<file path="config.mk">
export PLATFORM = sky130hd
export DESIGN_NAME = nds_async_fifo_rd_burst
export DESIGN_NICKNAME = d
export VERILOG_FILES = /design/src/rtl/nds_async_fifo_rd_burst.sv
export SDC_FILE = /design/constraint.sdc
export NUM_CORES = 1
export LEC_CHECK = 0
export BUFFER_PORTS_ARGS = -buffer_cell sky130_fd_sc_hd__buf_2
export CAP_MARGIN = 20
export CORE_ASPECT_RATIO = 1.4
export CORE_MARGIN = 3
export CORE_UTILIZATION = 35
export CTS_CLUSTER_DIAMETER = 80
export DETAILED_ROUTE_END_ITERATION = 8
export HOLD_SLACK_MARGIN = 0.08
export PLACE_DENSITY = 0.56
export SLEW_MARGIN = 20
export SYNTH_ARGS = -nofsm -noshare
export SYNTH_HDL_FRONTEND = slang
export SYNTH_SLANG_ARGS = --single-unit
export TNS_END_PERCENT = 30
</file>
<file path="constraint.sdc">
create_clock -name r_clk -period 3.42 [get_ports r_clk]
set_input_delay 0.342 -clock r_clk [delete_from_list [all_inputs] [get_ports r_clk]]
set_output_delay 0.342 -clock r_clk [all_outputs]
set_load 0.05 [all_outputs]
</file>
<file path="src/rtl/nds_async_fifo_rd_burst.sv">
// Read-domain controller for the dual-clock async FIFO macro.
// It watches the FIFO empty/almost_empty flags, pops words into a 2-entry output
// buffer and presents them as a valid/ready stream with burst framing. Sparse
// arrivals wait for almost_empty to clear so they leave as BURST_LEN-beat bursts;
// a lone word that waits TIMEOUT cycles is flushed as a single-beat burst.
//
// Ports:
//   r_clk, r_reset_n   read-domain clock, asynchronous active-low reset
//   enable             1 = start new bursts; 0 = finish current burst, then idle
//   fifo_empty         FIFO empty flag
//   fifo_almost_empty  FIFO almost_empty flag
//   fifo_rd_data       FIFO head data, valid while !fifo_empty
//   fifo_rd            pop strobe to the FIFO
//   out_valid/ready    output stream handshake
//   out_data, out_last stream data and end-of-burst marker
//   busy               controller active or buffer holding data
module nds_async_fifo_rd_burst #(
  parameter int unsigned DATA_WIDTH = 32,
  parameter int unsigned BURST_LEN  = 4,
  parameter int unsigned TIMEOUT    = 16
) (
  input  logic                  r_clk,
  input  logic                  r_reset_n,
  input  logic                  enable,
  input  logic                  fifo_empty,
  input  logic                  fifo_almost_empty,
  input  logic [DATA_WIDTH-1:0] fifo_rd_data,
  output logic                  fifo_rd,
  output logic                  out_valid,
  input  logic                  out_ready,
  output logic [DATA_WIDTH-1:0] out_data,
  output logic                  out_last,
  output logic                  busy
);

  localparam int unsigned BeatW = (BURST_LEN > 1) ? $clog2(BURST_LEN) : 1;

  typedef enum logic [1:0] {StIdle, StWait, StBurst, StFlush} state_e;

  state_e                           state_q;
  logic [BeatW-1:0]                 beat_cnt_q;
  logic [7:0]                       tmo_cnt_q;
  logic [1:0]                       buf_cnt_q;
  logic                             buf_wr_ptr_q;
  logic                             buf_rd_ptr_q;
  logic [1:0][DATA_WIDTH-1:0]       buf_data_q;
  logic [1:0]                       buf_last_q;

  logic space;
  logic pop;
  logic xfer;
  logic pop_last;

  // A full buffer still has room if the head leaves on this same edge.
  assign space    = (buf_cnt_q != 2'd2) | out_ready;
  assign pop      = ((state_q == StBurst) | (state_q == StFlush)) & ~fifo_empty & space;
  assign xfer     = out_valid & out_ready;
  assign pop_last = (state_q == StFlush) | (beat_cnt_q == BeatW'(BURST_LEN - 1));

  assign fifo_rd   = pop;
  assign out_valid = (buf_cnt_q != 2'd0);
  assign out_data  = buf_data_q[buf_rd_ptr_q];
  assign out_last  = buf_last_q[buf_rd_ptr_q];
  assign busy      = (state_q != StIdle) | (buf_cnt_q != 2'd0);

  always_ff @(posedge r_clk or negedge r_reset_n) begin
    if (!r_reset_n) begin
      state_q      <= StIdle;
      beat_cnt_q   <= '0;
      tmo_cnt_q    <= '0;
      buf_cnt_q    <= '0;
      buf_wr_ptr_q <= 1'b0;
      buf_rd_ptr_q <= 1'b0;
      buf_data_q   <= '0;
      buf_last_q   <= '0;
    end else begin
      unique case (state_q)
        StIdle: begin
          if (enable & ~fifo_empty) begin
            if (fifo_almost_empty) begin
              state_q   <= StWait;
              tmo_cnt_q <= '0;
            end else begin
              state_q    <= StBurst;
              beat_cnt_q <= '0;
            end
          end
        end
        StWait: begin
          if (!enable) begin
            state_q <= StIdle;
          end else if (!fifo_almost_empty) begin
            state_q    <= StBurst;
            beat_cnt_q <= '0;
          end else if (tmo_cnt_q == 8'(TIMEOUT - 1)) begin
            state_q <= StFlush;
          end else begin
            tmo_cnt_q <= tmo_cnt_q + 8'd1;
          end
        end
        // An empty FIFO mid-burst simply stalls here; enable is not consulted.
        StBurst: begin
          if (pop) begin
            if (pop_last) begin
              state_q    <= StIdle;
              beat_cnt_q <= '0;
            end else begin
              beat_cnt_q <= beat_cnt_q + BeatW'(1);
            end
          end
        end
        StFlush: begin
          if (pop) state_q <= StIdle;
        end
        default: state_q <= StIdle;
      endcase

      if (pop) begin
        buf_data_q[buf_wr_ptr_q] <= fifo_rd_data;
        buf_last_q[buf_wr_ptr_q] <= pop_last;
        buf_wr_ptr_q             <= ~buf_wr_ptr_q;
      end
      if (xfer) buf_rd_ptr_q <= ~buf_rd_ptr_q;

      if (pop & ~xfer) begin
        buf_cnt_q <= buf_cnt_q + 2'd1;
      end else if (~pop & xfer) begin
        buf_cnt_q <= buf_cnt_q - 2'd1;
      end
    end
  end

endmodule

</file>
# After elaboration in Yosys (flattened, before gate mapping)
# Cells that the tools add are included.
# word_totals
ff_bits	82
out_inout_bits	36
elab_cells	89
input_bits	38
# op_classes
add_sub_neg	4
order_cmp	3
n_eq_ne	15
reduce_logical	10
n_bitwise	15
n_mux	33
# ops
cell	count
two-way mux 32 bit	3
bitwise mux 64 bit	1
two-way mux 8 bit	5
demux 32 bit (select 1 bit)	1
two-way mux 2 bit	15
inequality test 2 bit, second input constant	9
case mux 8 bit (2 select lines)	1
adder 8 x 1 -> 8 bit, second input constant	1
equality test 8 x 4 -> 1 bit, second input constant	1
case mux 2 bit (4 select lines)	1
nonzero test 2 bit	4
bitwise AND 1 bit	6
equality test 2 bit, second input constant	3
case mux 2 bit (3 select lines)	1
AND reduction 6 bit	1
NOT 1 bit	5
AND reduction 5 bit	1
adder 2 x 1 -> 2 bit, second input constant	2
less-than comparator 1 x 2 -> 1 bit, second input constant	2
inequality test 4 bit, second input constant	1
OR 1 bit	4
AND reduction 4 bit	1
two-way mux 1 bit	3
nonzero test 3 bit	1
other kinds (7)	7

# Depth between registers and ports, before layout
# Gate-level depths: netlist of run 1.
# logic_depth
word_depth	8
mapped_depth	6
ltp_nobuf	6

# Least setup slack after synthesis of run 1
# No wires, ideal clock.
# synth_path
path_kind	register -> register
from	reg state_q[1]
to	reg buf_cnt_q[1]
path_slack_ns	0.676
required_ns	3.295
synth_period_minus_slack_ns	2.744
setup_time_ns	0.125
path_stages_with_launch	7
arrival_ns	2.619
n_path_buf	1
cell_sequence	dfrtp_1 -> clkbuf_1 -> nor3b_1 -> ha_1 -> xor2_1 -> nor2_1 -> xor2_1
# synth_between
elab_chain_len	7
elab_cells_between_ends	10
classes_between	eq/ne: 2; mux: 1; bitwise: 6; reduce/logical: 1
# synth_rtl
item	line	rtl
from (decl)	40	state_e state_q;
from (signal assigned)	68	state_q <= StIdle;
from (signal assigned)	81	state_q <= StWait;
from (signal assigned)	84	state_q <= StBurst;
equality test 2 bit	56	assign pop = ((state_q == StBurst) | (state_q == StFlush)) & ~fifo_empty & space;
OR 1 bit (*)	56	
bitwise AND 1 bit (*) (2 in a row)	56	
named net fifo_rd	28	output logic fifo_rd,
NOT 1 bit	127	end else if (~pop & xfer) begin
bitwise AND 1 bit	127	
nonzero test 2 bit (no source line)	n/a	
to (signal assigned)	126	buf_cnt_q <= buf_cnt_q + 2'd1;
to (signal assigned)	128	buf_cnt_q <= buf_cnt_q - 2'd1;
to (decl)	43	logic [1:0] buf_cnt_q;
# Mark *: on every way through the listed nets, which the timed path passes. The rest lies on a longest branch.
# A chain may end at the register's enable or synchronous reset.

# Worst setup path in the final report of run 1
# layout_path
from	reg buf_rd_ptr_q
to	out out_data[13]
# layout_between
elab_chain_len	2
# layout_rtl
item	line	rtl
from (decl)	45	logic buf_rd_ptr_q;
from (signal assigned)	123	if (xfer) buf_rd_ptr_q <= ~buf_rd_ptr_q;
two-way mux 32 bit (not written as such) (2 in a row)	62	assign out_data = buf_data_q[buf_rd_ptr_q];
to (decl)	31	output logic [DATA_WIDTH-1:0] out_data,
# No other way between the ends. The select of a mux whose other input is x is not followed.

==> flow_summary.yaml, run 1 <==
run:
  drv_cap: 0
finish:
  seq_area_sq_um: 2050
  finish.net_count: 386
  design_area_sq_um: 4590
  final_cells: 488
  utilization_pct: 43.7
  antenna_cells: 0
  syn2layout_area_growth_pct: 20.7
  multi_input_area_sq_um: 1660
  fill_cells: 995
  drive_gt1_share_pct: 55.4
detailed_routing:
  drt_iter0_drc: 83
  first_pass_iters: 4
  drcViolationCount: 0
  vias_per_cell: 4.93
  post_drt_wl_per_cell_microns: 15.6
  via_count: 2405
  routed_wl_microns: 7600
  ant_nets: 0
place:
  dp.cells: 472
  placed_area_sq_um: 4270
  hpwl_microns: 5030
  port_buffers: 73
  gp_congestion: 0.751
clocking:
  clockBufferDepth: 2
  cts_made_buffers: 9
  post_cts_buffers: 0
  path_clk_slew_ns: 0.06
  cts_tree: "built"
  clock-sinks: 82
  htree_levels: 3
  post_cts_resized: 0
  clock_latency_ns: 0.33
  hold_buffers: 0
  clock-root-buffer: "clkbuf_16"
timing:
  grt_setup_unrepaired: "false"
  min_period_ns: 2.13
  period_share_pct: 62.3
  setup_viol: 0
  relSlewSlack_pct: 50.4
  hold_viol_final: 0
  fmax_mhz: 470
  setup_tns_ns: 0
  drv_slew: 0
  worst_pin_slew_ns: 0.744
  fin_skew_ns: 0.00416
floorplanning:
  die_y_microns: 129
  die_x_microns: 94.1
  num_rows: 44
  ios: 74
  core-area_sq_um: 10500
  initial_core_util_pct: 36.2
  die_area_sq_um: 12200
synthesis:
  synth_edf_count: 0
  ys_seq_area_share_pct: 53.9
  avgSynthCellArea_sq_um: 14.0
  syn_nets: 313
  ys_ff_latch: 82
  synth_top_flop_cell: "dfrtp_1"
  ys_types: 45
  async_flop_share_pct: 100
  yosysWarnings: 0
  syn_inst: 272
  syn_area_sq_um: 3800
min_path:
  hold_path.class: "in -> async"
critical_path:
  cp.arrival_ns: 1.79
  start_kind: "flop"
  critPathKind: "reg -> out"
  required_ns: 3.08
  ff2ff_path_depth: 4
  crit_fanout: 32
  cp-end-kind: "primary output"
status:
  status: "completed"
global_route:
  grt_max_degree: 83
  grt_use_total_pct: 13.4
  grt_pass1_wl_microns: 12500
  antenna_found_initial: 0
  grt_pass1_vias: 2566
  gr-total-overflow: 0
cell usage after synthesis (2+ instances only):
cell | n | share of area (%)
mux2_2 | 96 | 28
dfrtp_1 | 82 | 54
nand2_1 | 9 | 0.89
nor2_1 | 9 | 0.89
buf_6 | 6 | 1.8
a21oi_1 | 4 | 0.53
nor3_1 | 4 | 0.53
xnor2_1 | 4 | 0.92
a21o_1 | 3 | 0.59
buf_1 | 3 | 0.30
clkbuf_1 | 3 | 0.30
ha_1 | 3 | 0.99
nand4_1 | 3 | 0.49
o21ai_0 | 3 | 0.39
xor2_1 | 3 | 0.69
a211o_1 | 2 | 0.46
a22o_1 | 2 | 0.46
and4b_1 | 2 | 0.53
nand2b_1 | 2 | 0.33
nand3_1 | 2 | 0.26
nor4_1 | 2 | 0.33
o211ai_1 | 2 | 0.39
stage by stage:
| step | setup slack [ns] | hold WS (ns) |
|---|---|---|
| after floorplan | 0.676 | 0.0464 |
| after global placement | 1.50 | 0.458 |
| after detailed placement | 1.44 | 0.476 |
| after CTS | 1.25 | 0.239 |
| after global routing | 1.19 | 0.117 |
| final | 1.29 | 0.0588 |
logic make-up (layout without fill, tap and decap cells):
logic type                 count (synthesis)  in the layout  synth area share [%]
AOI/OAI and AO/OA                         21             21                  3.81
and+or+nand+nor                           48             48                  8.25
adders and majority gates                  3              3                 0.987
buffers and inverters                     14             92                  2.70
xor gates and xnor gates                   7              7                  1.61
DFF                                       82             82                  53.9
muxes                                     97             97                  28.7
area by class of cell:
class                   instances  area share (%)
repair buffers                 76            8.58
flip-flops and latches         82            44.7
multi-input cells             176            36.0
clock buffers                  10            5.20
well taps                     138            3.76
clock inverters                 6            1.74
worst max-delay path, stage by stage (launching register included):
cell     delay (ns)
dfrtp_1        0.38
buf_4          0.43
mux2_2         0.40
buf_2          0.22
final timing paths:
| kind | start | endpoint | slack [ns] |
|---|---|---|---|
| worst max-delay path | buf_rd_ptr_q | out_data[13] | 1.29 |
| worst min-delay path | r_reset_n | buf_data_q[58] | 0.06 |
| worst max register to register | buf_cnt_q[0] | buf_data_q[46] | 1.46 |
| worst min register to register | buf_last_q[1] | buf_last_q[1] | 0.48 |
| max in group asynchronous | r_reset_n | buf_data_q[3] | 2.86 |
| min in group r_clk | fifo_rd_data[29] | buf_data_q[29] | 0.25 |
layer usage:
| layer | vias to the layer above | track usage (%) | routed length [microns] |
|---|---|---|---|
| met5 | - | 0 | 0 |
| met4 | 0 | 4.59 | 104 |
| met3 | 8 | 4.47 | 375 |
| met2 | 49 | 22.6 | 3970 |
| met1 | 1209 | 16.0 | 3150 |
| li1 | 1139 | - | - |
cells in the final DEF (no fill, tap or decap), drive strengths merged, types with 3 or more instances in the layout:
cell type	Yosys	routed
clkinv	0	4
a21oi	4	4
nor3	4	4
o21ai	3	3
a21o	3	3
nand4	4	4
xor2	3	3
clkbuf	3	10
nor2	9	9
nor4	3	3
xnor2	4	4
nand2	9	9
mux2	97	97
buf	11	76
ha	3	3
dfrtp	82	82
registers in the layout, summed over array words and instances, names as in the netlist:
signal and count:
tmo_cnt_q 8, state_q 2, buf_last_q 2, buf_cnt_q 2, buf_wr_ptr_q 1, buf_data_q 64, beat_cnt_q 2, buf_rd_ptr_q 1
Power of run 1 is not shown: default switching activity piles up to over one toggle a cycle in this logic, so the estimate is an artifact.
==> run 2: changes to the inputs <==
Settings changed: ABC_AREA set to 1.
Clock period 3.42 ns to 2 ns, I/O delays scaled along.
==> flow_summary.yaml, run 2 <==
finish:
  drive_gt1_share_pct: 23.1
  top_register: "buf_data_q"
  mostFrequentLayoutCells: "209 x nand2_1, 82 x dfrtp_1, 72 x buf_2"
  largest_reg_flops: 64
  antenna_cells: 0
  utilization_pct: 43.8
  final_common_cell: "nand2_1"
  top_regs: "buf_data_q x64, tmo_cnt_q x8"
  syn2layout_area_growth_pct: 20.9
  finish.net_count: 607
clocking:
  cts_tree: "built"
  htree_levels: 3
  clockBufferDepth: 2
  clock-root-buffer: "clkbuf_16"
  clock_latency_ns: 0.33
  cts_made_buffers: 9
  post_cts_resized: 0
  clock-sinks: 82
  path_clk_slew_ns: 0.06
critical_path:
  rrSetupSlack_ns: 0.38
  crit_fanout: 26
  cp.arrival_ns: 1.49
  r2r-end: "buf_cnt_q[1]"
  endpoint: "out_data[26]"
  start_kind: "flop"
  setup.worst_path.start: "buf_rd_ptr_q"
  ff2ff_path_depth: 8
  crit_chain: "buf_4, nand2_1, nand2_1, buf_2"
  crit_buf_inv: 2
  slowest_stage: "dfrtp_1"
  critPathKind: "reg -> out"
  r2r_start: "buf_cnt_q[0]"
  required_ns: 1.80
  crit_family: "buffers and inverters"
  crit_top_cell: "nand2_1"
  cp.depth: 4
  max_stage_delay_ns: 0.37
  cp-end-kind: "primary output"
synthesis:
  syn_nets: 536
  synth_compound_area_share_pct: 12.9
  yosysTopAreaCell: "dfrtp_1"
  syn_area_sq_um: 3980
  ys_types: 24
  syn_inst: 495
  synth_edf_count: 0
  ys_ff_latch: 82
  yosysWarnings: 0
  synth_area_leaders: "dfrtp_1 52%, nand2_1 20%, o21ai_2 5.9%"
  synth_top_flop_cell: "dfrtp_1"
  avgSynthCellArea_sq_um: 8.04
  synth_top_family_by_area: "simple AND/OR/NAND/NOR gates"
  ys_seq_area_share_pct: 51.6
  async_flop_share_pct: 100
  yosys.area_share.adder_pct: 0.943
  synthXorXnorAreaFrac_pct: 0.660
  yosys.area_share.simple_pct: 24.5
  synth_mux_area_share_pct: 0
  synth_most_common_cell: "nand2_1"
  synth_common_cells: "209 x nand2_1, 82 x dfrtp_1, 52 x inv_1, 39 x o21ai_1, 27 x o21ai_2"
  synth_top_area_share_pct: 51.6
timing:
  relSlewSlack_pct: 69.0
  min_period_ns: 1.69
  setup_viol: 0
  period_share_pct: 84.4
  worst_pin_slew_ns: 0.465
  fin_skew_ns: 0.00487
  grt_setup_unrepaired: "false"
  drv_slew: 0
  setup_tns_ns: 0
  timing.final.ws_setup_ns: 0.312
  hold_viol_final: 0
  fmax_mhz: 592
place:
  port_buffers: 73
  hpwl_microns: 5930
  gp_congestion: 0.762
  dp_slack_ns: 0.390
floorplanning:
  die_x_microns: 96.1
  num_rows: 45
  die_y_microns: 132
  ios: 74
  core-area_sq_um: 11000
  initial_core_util_pct: 36.2
  die_area_sq_um: 12700
power_and_ir_drop:
  p_leak_nw: 2.63
  power_mw: 8.76
  worst_ir_drop_vdd_v: 0.000652
  pwr_density_cell_nw_per_um2: 1820
global_route:
  grt_use_total_pct: 14.5
  grt_pass1_wl_microns: 14500
  gr-total-overflow: 0
  antenna_found_initial: 0
  grt_max_degree: 68
  grt_pass1_vias: 3135
detailed_routing:
  via_count: 3221
  vias_per_cell: 4.52
  ant_nets: 0
  post_drt_wl_per_cell_microns: 11.8
  first_pass_iters: 6
  drcViolationCount: 0
  routed_wl_microns: 8430
  drt_iter0_drc: 152
run:
  drv_cap: 0
status:
  status: "completed"
min_path:
  hold_path.class: "in -> reg"
==> run 2: changes by cell type after synthesis, moves of 4 or more <==
cell	before	now
nand2_1	9	209
mux2_2	96	0
inv_1	0	52
o21ai_1	0	39
o21ai_2	0	27
nand3_1	2	17
o21ai_0	3	13
clkbuf_1	3	8
buf_6	6	10
nor3_1	4	0
==> run 2: area by class of cell <==
| type | count | area (sq um) |
|---|---|---|
| multi-input combinational | 335 | 1550 |
| clock inverter | 4 | 73.8 |
| timing repair buffer | 83 | 495 |
| sequential | 82 | 2050 |
| inverter | 55 | 208 |
| clock buffer | 12 | 256 |
| tap | 141 | 176 |
| fill | 1139 | 6170 |
==> run 2: logic make-up (layout without fill, tap and decap cells) <==
family / count (synthesis) / in the layout
and+or+nand+nor: 247 / 247
adders and majority gates: 3 / 3
buffers and inverters: 78 / 154
AOI/OAI and AO/OA: 82 / 82
DFF: 82 / 82
xor gates and xnor gates: 3 / 3
==> run 2: metrics by stage <==
stage          hold WS (ns)  cell area (sq um)  instances
2_1_floorplan       -0.0956               3980        495
3_3_place_gp          0.188               4470        695
3_5_place_dp          0.188               4470        695
4_1_cts               0.119               4810        712
5_1_grt               0.127               4810        712
6_report              0.130               4810        712
==> run 2: worst register-to-register path, stage by stage, from the launching register on <==
cell and delay, ns:
dfrtp_1 0.38, inv_1 0.12, nand3_1 0.10, nand2_2 0.09
clkinv_2 0.10, ha_1 0.33, a21oi_1 0.12, o21ai_0 0.11
xor2_1 0.15
==> run 2: timing repair <==
action,CTS,global route
hold buffers,1,0
buffers inserted,0,0
hold endpoints to repair,33,0
setup endpoints to repair,0,0
==> run 2: worst min path at each step <==
stage / endpoint / start / cells past startpoint / slack [ns]
3_5_place_dp: buf_data_q[15] / r_reset_n / 1 / 0.19
5_1_grt: buf_data_q[32] / fifo_rd_data[0] / 3 / 0.13
6_report: buf_data_q[56] / fifo_rd_data[24] / 3 / 0.13
2_1_floorplan: beat_cnt_q[0] / r_reset_n / 0 / -0.1
4_1_cts: buf_data_q[56] / fifo_rd_data[24] / 3 / 0.12
3_3_place_gp: buf_data_q[16] / r_reset_n / 1 / 0.19
==> run 2: layer usage <==
layer	track usage (%)	up-vias	share of wire, %
met5	0	-	0
met2	22.9	61	48
met3	3.71	10	5.1
met4	5.62	0	1.6
met1	18.7	1459	45
li1	-	1691	-
==> run 2: power by group <==
part | internal (mW) | switching, mW | total [mW] | leakage, nW
clock | 1.16 | 0.629 | 1.79 | 0.163
combinational | 1.14 | 3.12 | 4.26 | 1.43
sequential | 2.34 | 0.367 | 2.71 | 1.04
Note: power is estimated with default switching activity, not from simulation.
==> run 3: changes to the inputs <==
Settings changed: PLACE_DENSITY 0.56 to 0.58.
Clock period 2 ns to 1.45 ns, I/O delays scaled along.
==> flow_summary.yaml, run 3 (same netlist as run 2, synthesis figures left out) <==
detailed_routing:
  drcViolationCount: 0
  via_count: 3448
  drt_iter0_drc: 105
  ant_nets: 0
  post_drt_wl_per_cell_microns: 12.5
  first_pass_iters: 4
  vias_per_cell: 4.59
  routed_wl_microns: 9380
min_path:
  hold_path.class: "in -> reg"
  min-delay-start: "fifo_rd_data[12]"
  hold_depth: 3
place:
  hpwl_microns: 6290
  dp.cells: 711
  dp_slack_ns: -0.00452
  gp_congestion: 0.786
  placed_area_sq_um: 4640
  port_buffers: 73
critical_path:
  r2r_start: "buf_cnt_q[0]"
  crit_chain: "buf_4, clkbuf_16, o21ai_4, buf_6"
  start_kind: "flop"
  required_ns: 1.31
  cp.arrival_ns: 1.37
  critPathKind: "reg -> out"
  setup.worst_path.start: "buf_rd_ptr_q"
  slowest_stage: "dfrtp_1"
  cp-end-kind: "primary output"
  crit_fanout: 11
  ff2ff_path_depth: 8
  max_stage_delay_ns: 0.39
global_route:
  grt_pass1_wl_microns: 15300
  grt_max_degree: 50
  grt_pass1_vias: 3285
  antenna_found_initial: 0
  grt_use_total_pct: 15.1
  gr-total-overflow: 0
floorplanning:
  die_area_sq_um: 12700
  ios: 74
  core-area_sq_um: 11000
  num_rows: 45
  die_x_microns: 96.1
  die_y_microns: 132
  initial_core_util_pct: 36.2
timing:
  worst_pin_slew_ns: 0.270
  grt_setup_unrepaired: "true"
  min_period_ns: 1.51
  fin_skew_ns: 0.00401
  setup_tns_ns: -0.747
  hold_viol_final: 0
  setup_viol: 32
  relSlewSlack_pct: 82.0
  fmax_mhz: 661
  hold_slack_ns: 0.0878
  timing.final.ws_setup_ns: -0.0621
  drv_slew: 0
  period_share_pct: 104
finish:
  final_common_cell: "nand2_1"
  design_area_sq_um: 5500
  top_regs: "buf_data_q x64, tmo_cnt_q x8"
  drive_gt1_share_pct: 26.6
  syn2layout_area_growth_pct: 38.3
  final_cells: 751
  utilization_pct: 50.1
  antenna_cells: 0
  top_register: "buf_data_q"
  mostFrequentLayoutCells: "207 x nand2_1, 81 x dfrtp_1, 51 x inv_1"
  finish.net_count: 647
  largest_reg_flops: 64
clocking:
  path_clk_slew_ns: 0.06
  clockBufferDepth: 2
  cts_tree: "built"
  clock-root-buffer: "clkbuf_16"
  htree_levels: 3
  clock-sinks: 82
  clock_latency_ns: 0.33
  cts_made_buffers: 9
status:
  violations: "setup timing"
  status: "finished with violations"
power_and_ir_drop:
  worst_ir_drop_vdd_v: 0.000823
  p_leak_nw: 2.89
  power_mw: 13.6
  pwr_density_cell_nw_per_um2: 2460
run:
  drv_cap: 0
run 3: cell count changes in the layout (fill, tap and decap cells not counted), sizes merged:
cell / previous run / this run
buf: 82 / 101
bufinv: 2 / 1
clkinv: 4 / 3
clkinvlp: 0 / 1
dlygate4sd3: 1 / 21
inv: 53 / 54
run 3: final cells by class:
cell class,instances,area (sq um)
fill,1052,5480
clock inverter,4,51.3
clock buffer,11,243
multi-input combinational,335,1610
sequential,82,2050
inverter,55,213
tap,141,176
timing repair buffer,123,1150
run 3: layer usage:
| metal | track usage, % | part of all wire, % | vias to the layer above |
|---|---|---|---|
| li1 | - | - | 1773 |
| met1 | 19.5 | 45 | 1588 |
| met2 | 24.4 | 48 | 80 |
| met3 | 3.83 | 5.1 | 7 |
| met4 | 5.14 | 1.4 | 0 |
| met5 | 0 | 0 | - |
run 3: worst max-delay path, delay by kind of cell, from the launching register on:
kind,cells,cell delay (ns)
buffers and inverters,3,0.51
DFF,1,0.39
AOI/OAI and AO/OA,1,0.13
run 3: worst paths after layout:
| kind | to | slack (ns) |
|---|---|---|
| max | out_last | -0.06 |
| min | buf_data_q[44] | 0.09 |
| max reg2reg | buf_cnt_q[1] | -0.04 |
| min reg2reg | buf_data_q[52] | 0.48 |
| max in group asynchronous | tmo_cnt_q[7] | 0.70 |
| min in group asynchronous | buf_data_q[37] | 0.23 |
run 3: where the power goes:
part           switching [mW]  internal, mW  leakage (nW)  total, mW
Sequential              0.501          3.23          1.04       3.73
Clock                   0.871          1.37         0.142       2.24
Combinational            4.73          2.85          1.71       7.58
Total                    6.10          7.46          2.89       13.6
run 3: timing repair:
item	4_1_cts	5_1_grt
setup buffers	1	1
gates cloned	1	1
hold buffers	21	0
endpoints found under the setup margin	36	86
resized for setup	75	15
hold endpoints to repair	106	0
pin swaps	2	1
